`src/rtl/uart_pkg.sv`:
```
// ----------------------------------------------------------------------------
// uart_pkg
// Shared definitions for the UART datapath (receive and transmit sides).
//   DATA_BITS             : payload bits per frame (8N1 framing)
//   DEFAULT_CLKS_PER_BIT  : clock cycles per bit for 115200 baud at 100 MHz
//   rx_state_t            : receive FSM state encoding
// ----------------------------------------------------------------------------
package uart_pkg;

  localparam int DATA_BITS            = 8;
  localparam int DEFAULT_CLKS_PER_BIT = 868;

  typedef enum logic [2:0] {
    RX_IDLE,
    RX_START,
    RX_DATA,
    RX_STOP,
    RX_BREAK
  } rx_state_t;

endpackage : uart_pkg

```
`src/rtl/uart_sync2.sv`:
```
// ----------------------------------------------------------------------------
// uart_sync2
// Two-flop synchroniser for a single asynchronous input. The reset value is a
// parameter so idle-high lines (UART RX) and idle-low inputs can share it.
// Ports:
//   clk_i   : destination clock
//   rst_ni  : asynchronous active-low reset
//   d_i     : asynchronous input
//   q_o     : synchronised output, two clk_i cycles of latency
// ----------------------------------------------------------------------------
module uart_sync2 #(
  parameter logic RESET_VAL = 1'b1
) (
  input  logic clk_i,
  input  logic rst_ni,
  input  logic d_i,
  output logic q_o
);

  logic meta_q;
  logic sync_q;

  // NOTE: sequential state uses non-blocking assignments so both flops sample
  // the pre-edge values; a blocking chain would collapse into a single stage.
  always_ff @(posedge clk_i or negedge rst_ni) begin
    if (!rst_ni) begin
      meta_q <= RESET_VAL;
      sync_q <= RESET_VAL;
    end else begin
      meta_q <= d_i;
      sync_q <= meta_q;
    end
  end

  assign q_o = sync_q;

endmodule : uart_sync2

```
`src/rtl/uart_rx_core.sv`:
```
// ----------------------------------------------------------------------------
// uart_rx_core
// 8N1 serial receiver. Recovers frames from the raw RX pin and presents each
// byte on a valid/ready interface, with one-cycle pulses for framing errors
// and for bytes dropped because the holding register was still occupied.
// The serial side never stalls: a byte that cannot be stored is dropped.
// Ports:
//   i_clk        : system clock, rising edge
//   i_rst_n      : asynchronous active-low reset
//   i_rx         : raw serial line, idle high, asynchronous to i_clk
//   o_data       : received byte, stable while o_valid is high
//   o_valid      : byte available, held until accepted
//   i_ready      : consumer accepts the byte when o_valid && i_ready
//   o_frame_err  : one-cycle pulse, stop bit sampled low
//   o_overrun    : one-cycle pulse, completed byte dropped (register full)
//   o_busy       : FSM is not idle
// ----------------------------------------------------------------------------
module uart_rx_core
  import uart_pkg::*;
#(
  parameter int CLKS_PER_BIT = DEFAULT_CLKS_PER_BIT,
  parameter int HALF_BIT     = CLKS_PER_BIT / 2
) (
  input  logic                 i_clk,
  input  logic                 i_rst_n,
  input  logic                 i_rx,
  output logic [DATA_BITS-1:0] o_data,
  output logic                 o_valid,
  input  logic                 i_ready,
  output logic                 o_frame_err,
  output logic                 o_overrun,
  output logic                 o_busy
);

  localparam int CNT_W = $clog2(CLKS_PER_BIT);
  localparam int IDX_W = $clog2(DATA_BITS);

  // Terminal counts: the bit-time counter runs 0 .. target-1.
  localparam logic [CNT_W-1:0] FULL_LAST = CNT_W'(CLKS_PER_BIT - 1);
  localparam logic [CNT_W-1:0] HALF_LAST = CNT_W'(HALF_BIT - 1);
  localparam logic [IDX_W-1:0] IDX_LAST  = IDX_W'(DATA_BITS - 1);

  // --------------------------------------------------------------------------
  // Input synchronisation and edge history
  // --------------------------------------------------------------------------
  logic rx_s;
  logic rx_prev_q;

  uart_sync2 #(
    .RESET_VAL (1'b1)
  ) u_sync_rx (
    .clk_i  (i_clk),
    .rst_ni (i_rst_n),
    .d_i    (i_rx),
    .q_o    (rx_s)
  );

  // Previous synchronised sample, reset high so a line held low through
  // reset is not mistaken for a start edge.
  always_ff @(posedge i_clk or negedge i_rst_n) begin
    if (!i_rst_n) rx_prev_q <= 1'b1;
    else          rx_prev_q <= rx_s;
  end

  // --------------------------------------------------------------------------
  // FSM and datapath registers
  // --------------------------------------------------------------------------
  rx_state_t            state_q,  state_d;
  logic [CNT_W-1:0]     cnt_q,    cnt_d;
  logic [IDX_W-1:0]     idx_q,    idx_d;
  logic [DATA_BITS-1:0] shift_q,  shift_d;
  logic [DATA_BITS-1:0] data_q,   data_d;
  logic                 valid_q,  valid_d;
  logic                 ferr_q,   ferr_d;
  logic                 ovr_q,    ovr_d;
  logic                 commit;

  // NOTE: the shift register and data holding register are reset along with
  // the control state; they are tiny, and a defined o_data after reset is
  // part of the interface contract.
  always_ff @(posedge i_clk or negedge i_rst_n) begin
    if (!i_rst_n) begin
      state_q <= RX_IDLE;
      cnt_q   <= '0;
      idx_q   <= '0;
      shift_q <= '0;
      data_q  <= '0;
      valid_q <= 1'b0;
      ferr_q  <= 1'b0;
      ovr_q   <= 1'b0;
    end else begin
      state_q <= state_d;
      cnt_q   <= cnt_d;
      idx_q   <= idx_d;
      shift_q <= shift_d;
      data_q  <= data_d;
      valid_q <= valid_d;
      ferr_q  <= ferr_d;
      ovr_q   <= ovr_d;
    end
  end

  // NOTE: every signal written here gets a default first; a path that leaves
  // one unassigned would infer a latch.
  always_comb begin
    state_d = state_q;
    cnt_d   = cnt_q;
    idx_d   = idx_q;
    shift_d = shift_q;
    data_d  = data_q;
    valid_d = valid_q;
    ferr_d  = 1'b0;
    ovr_d   = 1'b0;
    commit  = 1'b0;

    // Consumer handshake: the byte leaves on the cycle after acceptance.
    if (valid_q && i_ready) valid_d = 1'b0;

    unique case (state_q)
      RX_IDLE: begin
        if (rx_prev_q && !rx_s) begin
          cnt_d   = '0;
          idx_d   = '0;
          state_d = RX_START;
        end
      end

      RX_START: begin
        if (cnt_q == HALF_LAST) begin
          cnt_d = '0;
          // A line already back high at mid start bit was a glitch.
          state_d = rx_s ? RX_IDLE : RX_DATA;
        end else begin
          cnt_d = cnt_q + CNT_W'(1);
        end
      end

      RX_DATA: begin
        if (cnt_q == FULL_LAST) begin
          cnt_d   = '0;
          shift_d = {rx_s, shift_q[DATA_BITS-1:1]};  // LSB arrives first
          if (idx_q == IDX_LAST) state_d = RX_STOP;
          else                   idx_d   = idx_q + IDX_W'(1);
        end else begin
          cnt_d = cnt_q + CNT_W'(1);
        end
      end

      RX_STOP: begin
        if (cnt_q == FULL_LAST) begin
          cnt_d = '0;
          if (rx_s) begin
            commit  = 1'b1;
            state_d = RX_IDLE;
          end else begin
            ferr_d  = 1'b1;
            state_d = RX_BREAK;
          end
        end else begin
          cnt_d = cnt_q + CNT_W'(1);
        end
      end

      // Hold off until the line returns high so a long break cannot
      // retrigger a stream of false frames.
      RX_BREAK: begin
        if (rx_s) state_d = RX_IDLE;
      end

      default: state_d = RX_IDLE;
    endcase

    // Commit succeeds if the holding register is empty or is being emptied
    // in this very cycle; otherwise the new byte is dropped.
    if (commit) begin
      if (!valid_q || i_ready) begin
        data_d  = shift_q;
        valid_d = 1'b1;
      end else begin
        ovr_d = 1'b1;
      end
    end
  end

  assign o_data      = data_q;
  assign o_valid     = valid_q;
  assign o_frame_err = ferr_q;
  assign o_overrun   = ovr_q;
  assign o_busy      = (state_q != RX_IDLE);

  // A presented byte must stay put until the consumer takes it.
  a_hold_until_accepted : assert property (
    @(posedge i_clk) disable iff (!i_rst_n)
      (valid_q && !i_ready) |=> (valid_q && $stable(data_q))
  );

endmodule : uart_rx_core

```
`config.mk`:
```
export PLATFORM = sky130hd
export DESIGN_NAME = uart_rx_core
export DESIGN_NICKNAME = d
export VERILOG_FILES = /design/src/rtl/uart_pkg.sv /design/src/rtl/uart_sync2.sv /design/src/rtl/uart_rx_core.sv
export SDC_FILE = /design/constraint.sdc
export NUM_CORES = 1
export LEC_CHECK = 0
export ABC_AREA = 0
export CAP_MARGIN = 30
export CORE_UTILIZATION = 56
export CTS_CLUSTER_DIAMETER = 80
export CTS_CLUSTER_SIZE = 8
export DETAILED_ROUTE_END_ITERATION = 10
export GPL_ROUTABILITY_DRIVEN = 0
export PLACE_DENSITY_LB_ADDON = 0.25
export SYNTH_ARGS = -nofsm -noshare
export SYNTH_HDL_FRONTEND = slang
export SYNTH_SLANG_ARGS = --single-unit
```
`constraint.sdc`:
```
create_clock -name i_clk -period 2.99 [get_ports i_clk]
set_clock_uncertainty 0.2 [all_clocks]
set_input_delay 0.299 -clock i_clk [delete_from_list [all_inputs] [get_ports i_clk]]
set_output_delay 0.299 -clock i_clk [all_outputs]
set_load 0.02 [all_outputs]
```
## Word-level counts from Yosys, hierarchy flattened

Index checks and enable logic that the tools add are counted.

| word-level totals | value |
|---|---|
| register bits after elaboration | 38 |
| latch bits | 0 |
| memory bits (read-only) | 0 |
| input bits | 4 |
| logic and storage cells | 70 |
| bits in writable memories | 0 |
| memories | 0 |

| cells by class | value |
|---|---|
| multiplexer cells | 28 |
| bitwise operators | 0 |
| magnitude comparators | 0 |
| div/mod/pow operators | 0 |
| shift-type cells | 0 |
| multipliers | 0 |
| equality and inequality tests | 14 |
| add/subtract/negate cells | 2 |
| reduce and logical (&&, ||, !) cells | 15 |

Operator list:

| cell | number |
|---|---|
| 10-bit 2-to-1 mux | 3 |
| 3-bit 2-to-1 mux | 10 |
| 10-bit one-hot mux with 3 select lines | 1 |
| 3-bit one-hot mux with 5 select lines | 1 |
| 2-bit inequality test, second input constant | 6 |
| 1-bit 2-to-1 mux | 11 |
| 10-bit by 1-bit adder with 10-bit output, second input constant | 1 |
| 10-bit equality test, second input constant | 1 |
| 10-bit by 9-bit equality test with 1-bit output, second input constant | 1 |
| 3-bit by 2-bit equality test with 1-bit output, second input constant | 2 |
| 3-bit equality test, second input constant | 2 |
| 3-bit one-hot mux with 2 select lines | 1 |
| 2-bit AND reduction | 3 |
| 6-bit AND reduction | 1 |
| 3-bit nonzero test | 2 |
| 4-bit AND reduction | 1 |
| 3-bit by 1-bit adder with 3-bit output, second input constant | 1 |
| 3-bit by 1-bit equality test with 1-bit output, second input constant | 1 |
| 3-bit logical NOT | 1 |
| 1-bit logical AND | 2 |
| 1-bit logical NOT | 2 |
| 2-bit 2-to-1 mux | 1 |
| 2-bit by 1-bit inequality test with 1-bit output, second input constant | 1 |
| 2-bit nonzero test | 1 |
| 2 further kinds | 2 |

## Logic depth before layout (Yosys ltp)

Gate-level depths: netlist (run 1).

| logic depth | value |
|---|---|
| depth in word-level cells | 4 |
| gate-level depth with buffers | 7 |

## Cells and area by module

From an unflattened synthesis (run 1), not the netlist that was laid out.

| second synthesis, totals | value |
|---|---|
| cells, all modules | 158 |
| area total of the unflattened synthesis | 1904.3 sq um |

By module, submodules not included:

| module | area each (sq um) | cells an instance | instances |
|---|---|---|---|
| uart_rx_core | 1851.8 | 156 | 1 |
| uart_sync2 | 52.6 | 2 | 1 |

## Worst setup path after synthesis (run 1)

Ideal clock, no wire load.

| timing path | value |
|---|---|
| kind | reg-to-reg |
| start point | register cnt_q[3] |
| end point | register data_q[0] (netlist: o_data[0]) |
| setup slack | 0.592 ns |
| setup time | 0.125 ns |
| buffers on the path | 2 |
| arrival time | 2.072 ns |
| cell stages (with the launch flop) | 7 |
| cells stage by stage | dfrtp_1 -> buf_6 -> or3b_4 -> or3_4 -> or3b_1 -> buf_6 -> mux2_4 |

| on the way | value |
|---|---|
| longest elaborated chain between the ends | 4 |

RTL lines:

| what | RTL line | RTL |
|---|---|---|
| start, declared | uart_rx_core.sv:69 | `logic [CNT_W-1:0] cnt_q, cnt_d;` |
| start signal, assigned | uart_rx_core.sv:93 | `cnt_q <= cnt_d;` |
| 10-bit equality test | uart_rx_core.sv:150 | `if (cnt_q == FULL_LAST) begin` |
| 1-bit 2-to-1 mux | uart_rx_core.sv:150 |  |
| 1-bit 2-to-1 mux | uart_rx_core.sv:119 | `unique case (state_q)` |
| 2-bit AND reduction (no line) | - |  |
| end signal, assigned | uart_rx_core.sv:96 | `data_q <= data_d;` |
| end, declared | uart_rx_core.sv:72 | `logic [DATA_BITS-1:0] data_q, data_d;` |

Every way passes these cells.
A chain may end at the register's enable or synchronous reset.

## Final worst setup path (run 1)

| timing path | value |
|---|---|
| start point | register cnt_q[3] |
| end point | register data_q[5] (netlist: o_data[5]) |

Same word-level chain as after synthesis.

==> results of run 1 <==
metal layers:
layer	up-vias	routed length, um
li1	644	-
met1	646	1590
met2	25	1690
met3	8	133
met4	0	54
met5	-	0
registers in the layout, indices dropped and copies added, names as in the netlist:
| signal | cells |
|---|---|
| cnt_q | 10 |
| o_data | 8 |
| shift_q | 8 |
| idx_q | 3 |
| state_q | 3 |
| o_frame_err | 1 |
| o_overrun | 1 |
| o_valid | 1 |
| rx_prev_q | 1 |
| u_sync_rx.meta_q | 1 |
| u_sync_rx.q_o | 1 |
critical path, stage by stage (launching register included):
cell                      delay (ns)
sky130_fd_sc_hd__dfrtp_1        0.47
sky130_fd_sc_hd__or3b_4         0.46
sky130_fd_sc_hd__or3_4          0.40
sky130_fd_sc_hd__or3b_1         0.59
sky130_fd_sc_hd__mux2_4         0.38
path summary, 6_finish.rpt:
check | from | endpoint | slack [ns] | cells after the start
worst min-delay path | u_sync_rx.meta_q | u_sync_rx.q_o | 0.16 | 0
worst max register to register | cnt_q[3] | o_data[5] | 0.39 | 4
max in group asynchronous | i_rst_n | cnt_q[3] | 1.61 | 2
worst max-delay path | cnt_q[3] | o_data[5] | 0.39 | 4
min in group asynchronous | i_rst_n | cnt_q[4] | 0.41 | 2
worst min register to register | u_sync_rx.meta_q | u_sync_rx.q_o | 0.16 | 0
metrics by stage:
step | area, um2 | hold slack (ns)
after floorplan | 1860 | -0.197
after global placement | 2040 | 0.149
after detailed placement | 2040 | 0.148
after CTS | 2100 | 0.163
after global routing | 2100 | 0.154
final | 2100 | 0.164
cell type report:
class / count / share of cell area
clock buffer: 6 / 0.0197
clock inverter: 2 / 0.00477
inverter: 5 / 0.00894
multi-input combinational: 116 / 0.405
sequential: 38 / 0.455
tap: 44 / 0.0262
timing repair buffer: 18 / 0.0810
logic make-up after synthesis:
kind of cell               count (synthesis)
AOI/OAI and AO/OA                         32
adders and majority gates                  4
buffers and inverters                     11
DFF                                       38
muxes                                     19
and+or+nand+nor                           61
layout by cell type (no fill, tap or decap), drive strengths merged, types with 5 or more instances in the layout:
| master | synthesis | final |
|---|---|---|
| nand2 | 21 | 21 |
| clkbuf | 3 | 7 |
| clkdlybuf4s50 | 0 | 14 |
| dfrtp | 35 | 35 |
| inv | 5 | 5 |
| o211ai | 12 | 12 |
| o21ai | 7 | 7 |
| nor2 | 6 | 6 |
| or3 | 6 | 6 |
| mux2 | 17 | 17 |
power by group:
part / switching [mW] / internal (mW)
Clock: 0.162 / 0.0896
Sequential: 0.00832 / 0.523
Combinational: 0.0376 / 0.0200
==> flow_summary.ini, run 1 <==
[global_routing]
grt_overflow = 0
first_global_vias = 1224
grt_use_met3 = 0.0699
global_route.usage.total = 0.226
use_met2 = 0.357
grt_antenna_before_repair = 0
grt_first_pass_wirelength_um = 5800
globalRoute.busiestLayer = met2
met1_usage = 0.292
grt_max_degree = 39

[synthesis]
yosys_register_bits = 38
syn-num-nets = 173
syn_area_um2 = 1860
post_synthesis_adder_cell_area_fraction = 0.0269
muxShareOfSynthArea = 0.130
synthesis.instances = 165
synth_top_area_share = 0.471
yosys.area_share.simple = 0.182
post-synth-top-count-cell = sky130_fd_sc_hd__dfrtp_1
netlist.top_cell.by_area = sky130_fd_sc_hd__dfrtp_1
post_synth_num_cell_types = 41
synth_xor_xnor_area_share = 0
synthArstFlopShare = 1.00
ys.warnings.count = 0
synth_top_cells_by_count = 35 x sky130_fd_sc_hd__dfrtp_1, 21 x sky130_fd_sc_hd__nand2_1, 12 x sky130_fd_sc_hd__o211ai_1, 9 x sky130_fd_sc_hd__mux2_2, 8 x sky130_fd_sc_hd__mux2_4
yosys_most_used_dff = sky130_fd_sc_hd__dfrtp_1
syn_area_per_cell_um2 = 11.3
synth_top_family_by_area = simple AND/OR/NAND/NOR gates
synth-edff-count = 0
synth_compound_area_frac = 0.118
synth-seq-area-share = 0.513
synth.top_cells.by_area = sky130_fd_sc_hd__dfrtp_1 47%, sky130_fd_sc_hd__mux2_4 6.5%, sky130_fd_sc_hd__mux2_2 5.4%, sky130_fd_sc_hd__o211ai_1 4.8%, sky130_fd_sc_hd__dfstp_2 4.2%

[setup_path]
worstSetupEndpointType = flip-flop
worstSetupStartpointType = flip-flop
worst_ep_required_time_ns = 3.02
critical_path_arrival_ns = 2.63
crit_path_max_fanout = 8
cp_class = flip-flop to flip-flop

[final_layout]
utilization = 0.677
nNetsFinal = 192
area_of_combinational_cells_with_multiple_inputs_um2 = 850
layout-drive-gt1-share = 0.178
layout.cells.non_filler = 229
sequential_cell_area_um2 = 955
areaGrowthSynthToFinish_pct = 12.8
filler_cell_count = 255
num_antenna_cells = 0

[sta]
setup_violations = 0
setup_slack_ns = 0.385
timing.final.crit_period_ns = 2.60
slew_viol_final = 0
timing.final.hold_violations = 0
transition_time_at_the_pin_with_the_least_slew_margin_ns = 0.895
post-route-period-util = 0.871
tns_ns = 0
peak_clock_frequency_supported_by_timing_ghz = 0.384
worst_slew_margin_rel = 0.404
rsz0062_at_grt = no

[place]
post-place-ws_ns = 0.391
place.detailed.instances = 220
port_buffers = 15
detailed_place_hpwl_um = 2530

[detailed_routing]
drt_first_iter_violations = 63
detailed_routing_iterations_pass_1 = 4
drt-wirelength-per-cell_um = 15.2
ant_nets = 0
drc = 0
via_count = 1323
detail_route.vias_per_cell = 5.78
drt_wl_total_um = 3470

[clocking]
root_buffer = sky130_fd_sc_hd__clkbuf_4
htree_num_levels = 2
cts-buffers-inserted = 5
holdBufCountCts = 1
tritoncts = done
cts_buffer_depth = 2
clk_transition_reported_paths_ns = 0.10
cts.sink_count = 38
post_cts_setup_repair_bufs = 0
clk_latency_ns = 0.34
cts_resized = 0

[floorplanning]
dieArea_um2 = 3560
coreArea_um2 = 3100
die_h_um = 59.6
io_pins = 16
die_w_um = 59.6
rows = 20
start_util = 0.600

[power]
power_density_nw_per_um2 = 400
leakage_power_summed_over_all_cells_nw = 0.928
vdd_drop_max_mv = 0.253
post-layout-total-power_mw = 0.840

[status]
status = complete, no violations

[flow_run]
maxCapViolCount = 0

[hold_path]
timing.hold.worst.class = flip-flop to flip-flop
No activity file was read; power rests on OpenSTA's default activity.
==> inputs of run 2 (changes only) <==
--- a/config.mk
+++ b/config.mk
@@ -7,7 +7,7 @@
 export LEC_CHECK = 0
 export ABC_AREA = 0
 export CAP_MARGIN = 30
-export CORE_UTILIZATION = 56
+export CORE_UTILIZATION = 57
 export CTS_CLUSTER_DIAMETER = 80
 export CTS_CLUSTER_SIZE = 8
 export DETAILED_ROUTE_END_ITERATION = 10
@@ -15,4 +15,5 @@
 export PLACE_DENSITY_LB_ADDON = 0.25
 export SYNTH_ARGS = -nofsm -noshare
 export SYNTH_HDL_FRONTEND = slang
+export SYNTH_HIERARCHICAL = 1
 export SYNTH_SLANG_ARGS = --single-unit
==> run 2 against run 1 <==
Global-route usage increased by 0.14 points. Count of clock-buffer cells in the layout rose by 1. Sequential share of layout area decreased by 0.96 points. Sequential power barely moved. Critical endpoint is now o_data[6]. Via count hardly changed.
==> flow_summary.ini, run 2 <==
[synthesis]
yosys_register_bits = 38
ys.warnings.count = 6
syn-num-nets = 166
synth.top_cells.by_area = sky130_fd_sc_hd__dfrtp_1 46%, sky130_fd_sc_hd__mux2_2 11%, sky130_fd_sc_hd__dfstp_2 4.1%, sky130_fd_sc_hd__o211ai_1 3.5%, sky130_fd_sc_hd__nand2_1 3.0%
syn_area_um2 = 1900
synth-seq-area-share = 0.501
netlist.top_cell.by_area = sky130_fd_sc_hd__dfrtp_1
syn_area_per_cell_um2 = 12.1
synth_top_area_share = 0.460
yosys_most_used_dff = sky130_fd_sc_hd__dfrtp_1
post_synth_num_cell_types = 46
synth_top_cells_by_count = 35 x sky130_fd_sc_hd__dfrtp_1, 18 x sky130_fd_sc_hd__mux2_2, 15 x sky130_fd_sc_hd__nand2_1, 9 x sky130_fd_sc_hd__o211ai_1
synth-edff-count = 0
post-synth-top-count-cell = sky130_fd_sc_hd__dfrtp_1
synthesis.instances = 158
synthArstFlopShare = 1.00

[sta]
timing.final.crit_period_ns = 2.49
post-route-period-util = 0.831
setup_violations = 0
slew_viol_final = 0
rsz0062_at_grt = no
hold_ws_ns = 0.153
timing.final.hold_violations = 0
worst_slew_margin_rel = 0.457
transition_time_at_the_pin_with_the_least_slew_margin_ns = 0.815
tns_ns = 0
peak_clock_frequency_supported_by_timing_ghz = 0.402

[final_layout]
most_common_cell_after_layout_fill_and_taps_aside = sky130_fd_sc_hd__dfrtp_1
filler_cell_count = 259
num_antenna_cells = 0
nNetsFinal = 184
largest_register_ff_count = 10
area_of_combinational_cells_with_multiple_inputs_um2 = 857
post-route-cell-area_um2 = 2140
layout-drive-gt1-share = 0.254
regMostFlops = cnt_q
sequential_cell_area_um2 = 955
areaGrowthSynthToFinish_pct = 12.6
leading_cell_types_in_the_layout_fill_and_taps_excluded = 35 x sky130_fd_sc_hd__dfrtp_1, 18 x sky130_fd_sc_hd__mux2_2, 15 x sky130_fd_sc_hd__nand2_1

[detailed_routing]
drc = 0
detail_route.vias_per_cell = 5.98
drt-wirelength-per-cell_um = 15.7
drt_first_iter_violations = 41
ant_nets = 0
via_count = 1322
detailed_routing_iterations_pass_1 = 4
drt_wl_total_um = 3480

[setup_path]
timing.rr.start = cnt_q[0]
setup.worst_path.start = cnt_q[0]
critPathCapture = o_data[6]
setup.reg_to_reg.worst_slack_ns = 0.50
worst_r2r_endpoint = o_data[6]
critical_path_arrival_ns = 2.52
worstSetupStartpointType = flip-flop
cp_class = flip-flop to flip-flop
worst_ep_required_time_ns = 3.03
worstSetupEndpointType = flip-flop
crit_path_max_fanout = 8
rr_worst_depth = 5

[floorplanning]
dieArea_um2 = 3580
start_util = 0.614
io_pins = 16
rows = 20
coreArea_um2 = 3100
die_h_um = 59.8
die_w_um = 59.8

[power]
power_density_nw_per_um2 = 446
power_switching_mw = 0.214
clock_share_of_power = 0.380
p_comb_frac = 0.062
switching_share = 0.224
power.internal_mw = 0.742
sequential_power_share = 0.558
vdd_drop_max_mv = 0.283
leakage_power_summed_over_all_cells_nw = 0.955

[flow_run]
maxCapViolCount = 0

[clocking]
cts_buffer_depth = 2
clk_latency_ns = 0.35
cts-buffers-inserted = 5
root_buffer = sky130_fd_sc_hd__clkbuf_4
cts.sink_count = 38
tritoncts = done
htree_num_levels = 2
post_cts_setup_repair_bufs = 0
clk_transition_reported_paths_ns = 0.11

[global_routing]
first_global_vias = 1311
grt_max_degree = 39
grt_first_pass_wirelength_um = 5890
global_route.usage.total = 0.227
grt_overflow = 0
grt_antenna_before_repair = 0

[place]
placement.cell_area_um2 = 2050
port_buffers = 15
detailed_place_hpwl_um = 2500

[hold_path]
timing.hold.worst.class = primary input to flip-flop

[status]
status = complete, no violations
-- run 2: cell types whose count changed in the layout (fill, tap and decap cells not counted), sizes merged, moves of 3 or more --
cell and change:
nand2 -6, nor3 -3, nor3b -3, o211ai -3
or3 -3
-- run 2: logic make-up (layout without fill, tap and decap cells) --
group | Yosys count | in the layout | synth area share
simple gates | 53 | 53 | 0.198
fa+ha+maj | 4 | 4 | 0.0263
mux | 19 | 19 | 0.112
flops | 38 | 38 | 0.501
compound gates | 31 | 31 | 0.114
buf+inv | 13 | 32 | 0.0486
-- run 2: what timing repair did --
item | CTS | global route
hold endpoints to repair | 35 | 0
gates resized for setup | 0 | 0
hold buffers | 1 | 0
endpoints found under the setup margin | 0 | 0
-- run 2: worst max-delay path: stages (launching register included) --
cell and delay [ns]:
sky130_fd_sc_hd__dfrtp_1 0.44, sky130_fd_sc_hd__ha_1 0.25, sky130_fd_sc_hd__and4bb_2 0.29, sky130_fd_sc_hd__nand4_4 0.16, sky130_fd_sc_hd__nor4bb_4 0.62, sky130_fd_sc_hd__mux2_2 0.41
-- run 2: area by class of cell --
class	count	share of cell area
repair buffers	18	0.0793
flip-flops and latches	38	0.445
clock inverters	1	0.0140
inverters	6	0.0105
well taps	44	0.0257
multi-input cells	107	0.400
clock buffers	7	0.0257
-- run 2: how the worst min path moves through the flow --
stage | startpoint | to | slack (ns) | cells past startpoint
after floorplan | i_rst_n | cnt_q[0] | -0.20 | 0
after global placement | u_sync_rx/meta_q | u_sync_rx/q_o | 0.15 | 0
after detailed placement | u_sync_rx/meta_q | u_sync_rx/q_o | 0.15 | 0
after global routing | i_rx | u_sync_rx/meta_q | 0.14 | 1
final | i_rx | u_sync_rx/meta_q | 0.15 | 1
after CTS | i_rx | u_sync_rx/meta_q | 0.14 | 1
-- run 2: through the flow --
step | utilization | cells | total power, mW | setup slack, ns
floorplan | - | 158 | 0.575 | 0.886
global placement | 0.660 | 212 | 0.596 | 0.647
detailed placement | 0.660 | 212 | 0.601 | 0.531
CTS | 0.691 | 221 | 0.963 | 0.522
global route | 0.691 | 221 | 0.987 | 0.383
finish | 0.691 | 221 | 0.956 | 0.505
-- run 2: layer usage --
layer  GRT usage  up-vias  share of wire
li1            -      622              -
met1       0.291      660           0.46
met2       0.357       34           0.48
met3      0.0671        6          0.049
met4      0.0997        0          0.014
met5           0        -              0
-- run 2: power groups by stage --
stage | sequential (mW) | clock (mW) | combinational, mW
after detailed placement | 0.543 | 0 | 0.0578
after floorplan | 0.537 | 0 | 0.0374
after global routing | 0.536 | 0.387 | 0.0650
after global placement | 0.542 | 0 | 0.0542
final | 0.534 | 0.363 | 0.0594
after CTS | 0.533 | 0.371 | 0.0590
==> inputs of run 3 (changes only) <==
==> constraint.sdc (replaced) <==
create_clock -name i_clk -period 2.4 [get_ports i_clk]
set_clock_uncertainty 0.2 [all_clocks]
set_input_delay 0.24 -clock i_clk [delete_from_list [all_inputs] [get_ports i_clk]]
set_output_delay 0.24 -clock i_clk [all_outputs]
set_load 0.02 [all_outputs]
==> run 3 against run 2 <==
Flip-flop and latch count did not move. Core utilization is 0.73 points higher. First-iteration DRC count grew 32%. Wire length barely moved. Sequential share of layout area down 0.40 points. Count of clock-buffer cells in the layout shrank 1. Cell count increased by 2.7%. Non-clock buffer count up 6. Critical path type is now flip-flop to output port. Largest cell class unchanged.
==> flow_summary.ini, run 3 (synthesis gave the netlist of run 2 again) <==
[sta]
timing.final.crit_period_ns = 2.29
peak_clock_frequency_supported_by_timing_ghz = 0.437
setup_violations = 0
post-route-period-util = 0.953
tns_ns = 0
timing.final.hold_violations = 0
setup_slack_ns = 0.112
worst_slew_margin_rel = 0.461
transition_time_at_the_pin_with_the_least_slew_margin_ns = 0.808
rsz0062_at_grt = no
slew_viol_final = 0

[final_layout]
layout-drive-gt1-share = 0.295
leading_cell_types_in_the_layout_fill_and_taps_excluded = 34 x sky130_fd_sc_hd__dfrtp_1, 18 x sky130_fd_sc_hd__mux2_2, 15 x sky130_fd_sc_hd__nand2_1
largest_register_ff_count = 10
nNetsFinal = 190
num_antenna_cells = 0
regMostFlops = cnt_q
areaGrowthSynthToFinish_pct = 13.8
layout.cells.non_filler = 227
most_common_cell_after_layout_fill_and_taps_aside = sky130_fd_sc_hd__dfrtp_1
filler_cell_count = 244
area_of_combinational_cells_with_multiple_inputs_um2 = 867
sequential_cell_area_um2 = 956

[place]
detailed_place_hpwl_um = 2460
post-place-ws_ns = 0.0918
place.detailed.instances = 218
port_buffers = 15

[detailed_routing]
via_count = 1357
detail_route.vias_per_cell = 5.98
drc = 0
drt_first_iter_violations = 54
drt_wl_total_um = 3480
drt-wirelength-per-cell_um = 15.3
ant_nets = 0
detailed_routing_iterations_pass_1 = 4

[global_routing]
grt_antenna_before_repair = 0
first_global_vias = 1187
grt_first_pass_wirelength_um = 5660
global_route.usage.total = 0.222
grt_overflow = 0
grt_max_degree = 39

[clocking]
post_cts_setup_repair_bufs = 0
clk_latency_ns = 0.36
cts.sink_count = 38
cts-buffers-inserted = 5
root_buffer = sky130_fd_sc_hd__clkbuf_4
tritoncts = done
cts_buffer_depth = 2
htree_num_levels = 2
clk_transition_reported_paths_ns = 0.10

[setup_path]
timing.critical_path.slowest_stage_cell = sky130_fd_sc_hd__clkdlybuf4s50_1
worst_ep_required_time_ns = 1.96
worstPathCellList = buf_4 > or3_1 > clkdlybuf4s50_1
buffers_inverters_on_critical_path = 2
crit_path_max_fanout = 9
crit_path_max_incr_delay_ns = 0.55
worstSetupStartpointType = flip-flop
cp_class = flip-flop to output port
cp_top_family = buffers and inverters
critical_path_arrival_ns = 1.85
worstSetupEndpointType = output port

[floorplanning]
dieArea_um2 = 3580
die_w_um = 59.8
start_util = 0.614
coreArea_um2 = 3100
io_pins = 16
die_h_um = 59.8
rows = 20

[flow_run]
maxCapViolCount = 0

[hold_path]
timing.hold.worst.class = primary input to flip-flop

[power]
vdd_drop_max_mv = 0.294
leakage_power_summed_over_all_cells_nw = 0.968
power_density_nw_per_um2 = 491

[status]
status = complete, no violations
[run 3: cell count changes in the layout (fill, tap and decap cells not counted), sizes merged]
cell,before,now
clkinv,0,2
clkbuf,7,6
buf,3,9
bufinv,1,0
[run 3: repair_timing]
action	4_1_cts	5_1_grt
gates resized for setup	0	3
setup endpoints to repair	0	7
hold buffers	1	0
hold endpoints to repair	35	0
[run 3: report_power, final]
part	internal (mW)	switching [mW]
combinational	0.0289	0.0541
clock	0.112	0.210
sequential	0.651	0.00867
[run 3: worst paths after layout]
kind / depth (start not counted) / startpoint / to / slack [ns]
setup / recovery: 3 / state_q[1] / o_busy / 0.11
hold / removal: 1 / i_rx / u_sync_rx/meta_q / 0.09
setup reg to reg: 6 / cnt_q[0] / o_data[4] / 0.14
hold reg to reg: 0 / u_sync_rx/meta_q / u_sync_rx/q_o / 0.16
max in group asynchronous: 2 / i_rst_n / state_q[2] / 1.14
min in group asynchronous: 2 / i_rst_n / o_frame_err / 0.30
[run 3: area by class of cell]
cell class	instances	share of cell area
tap	44	0.0254
clock inverter	2	0.00462
sequential	38	0.441
inverter	6	0.0104
timing repair buffer	24	0.0993
clock buffer	6	0.0191
multi-input combinational	107	0.400
[run 3: per-layer routing]
layer  part of all wire  global-route usage
met4              0.018               0.110
met1               0.45               0.299
met3              0.057              0.0649
met5                  0                   0
met2               0.48               0.327
[run 3: through the flow]
| step | power [mW] | instance area, um2 | utilization | hold WS, ns |
|---|---|---|---|---|
| after CTS | 1.07 | 2160 | 0.695 | 0.0725 |
| after global routing | 1.11 | 2170 | 0.698 | 0.0609 |
| after detailed placement | 0.752 | 2090 | 0.675 | 0.151 |
| final | 1.06 | 2170 | 0.698 | 0.0855 |
| after floorplan | 0.716 | 1900 | - | -0.256 |
| after global placement | 0.748 | 2090 | 0.675 | 0.147 |
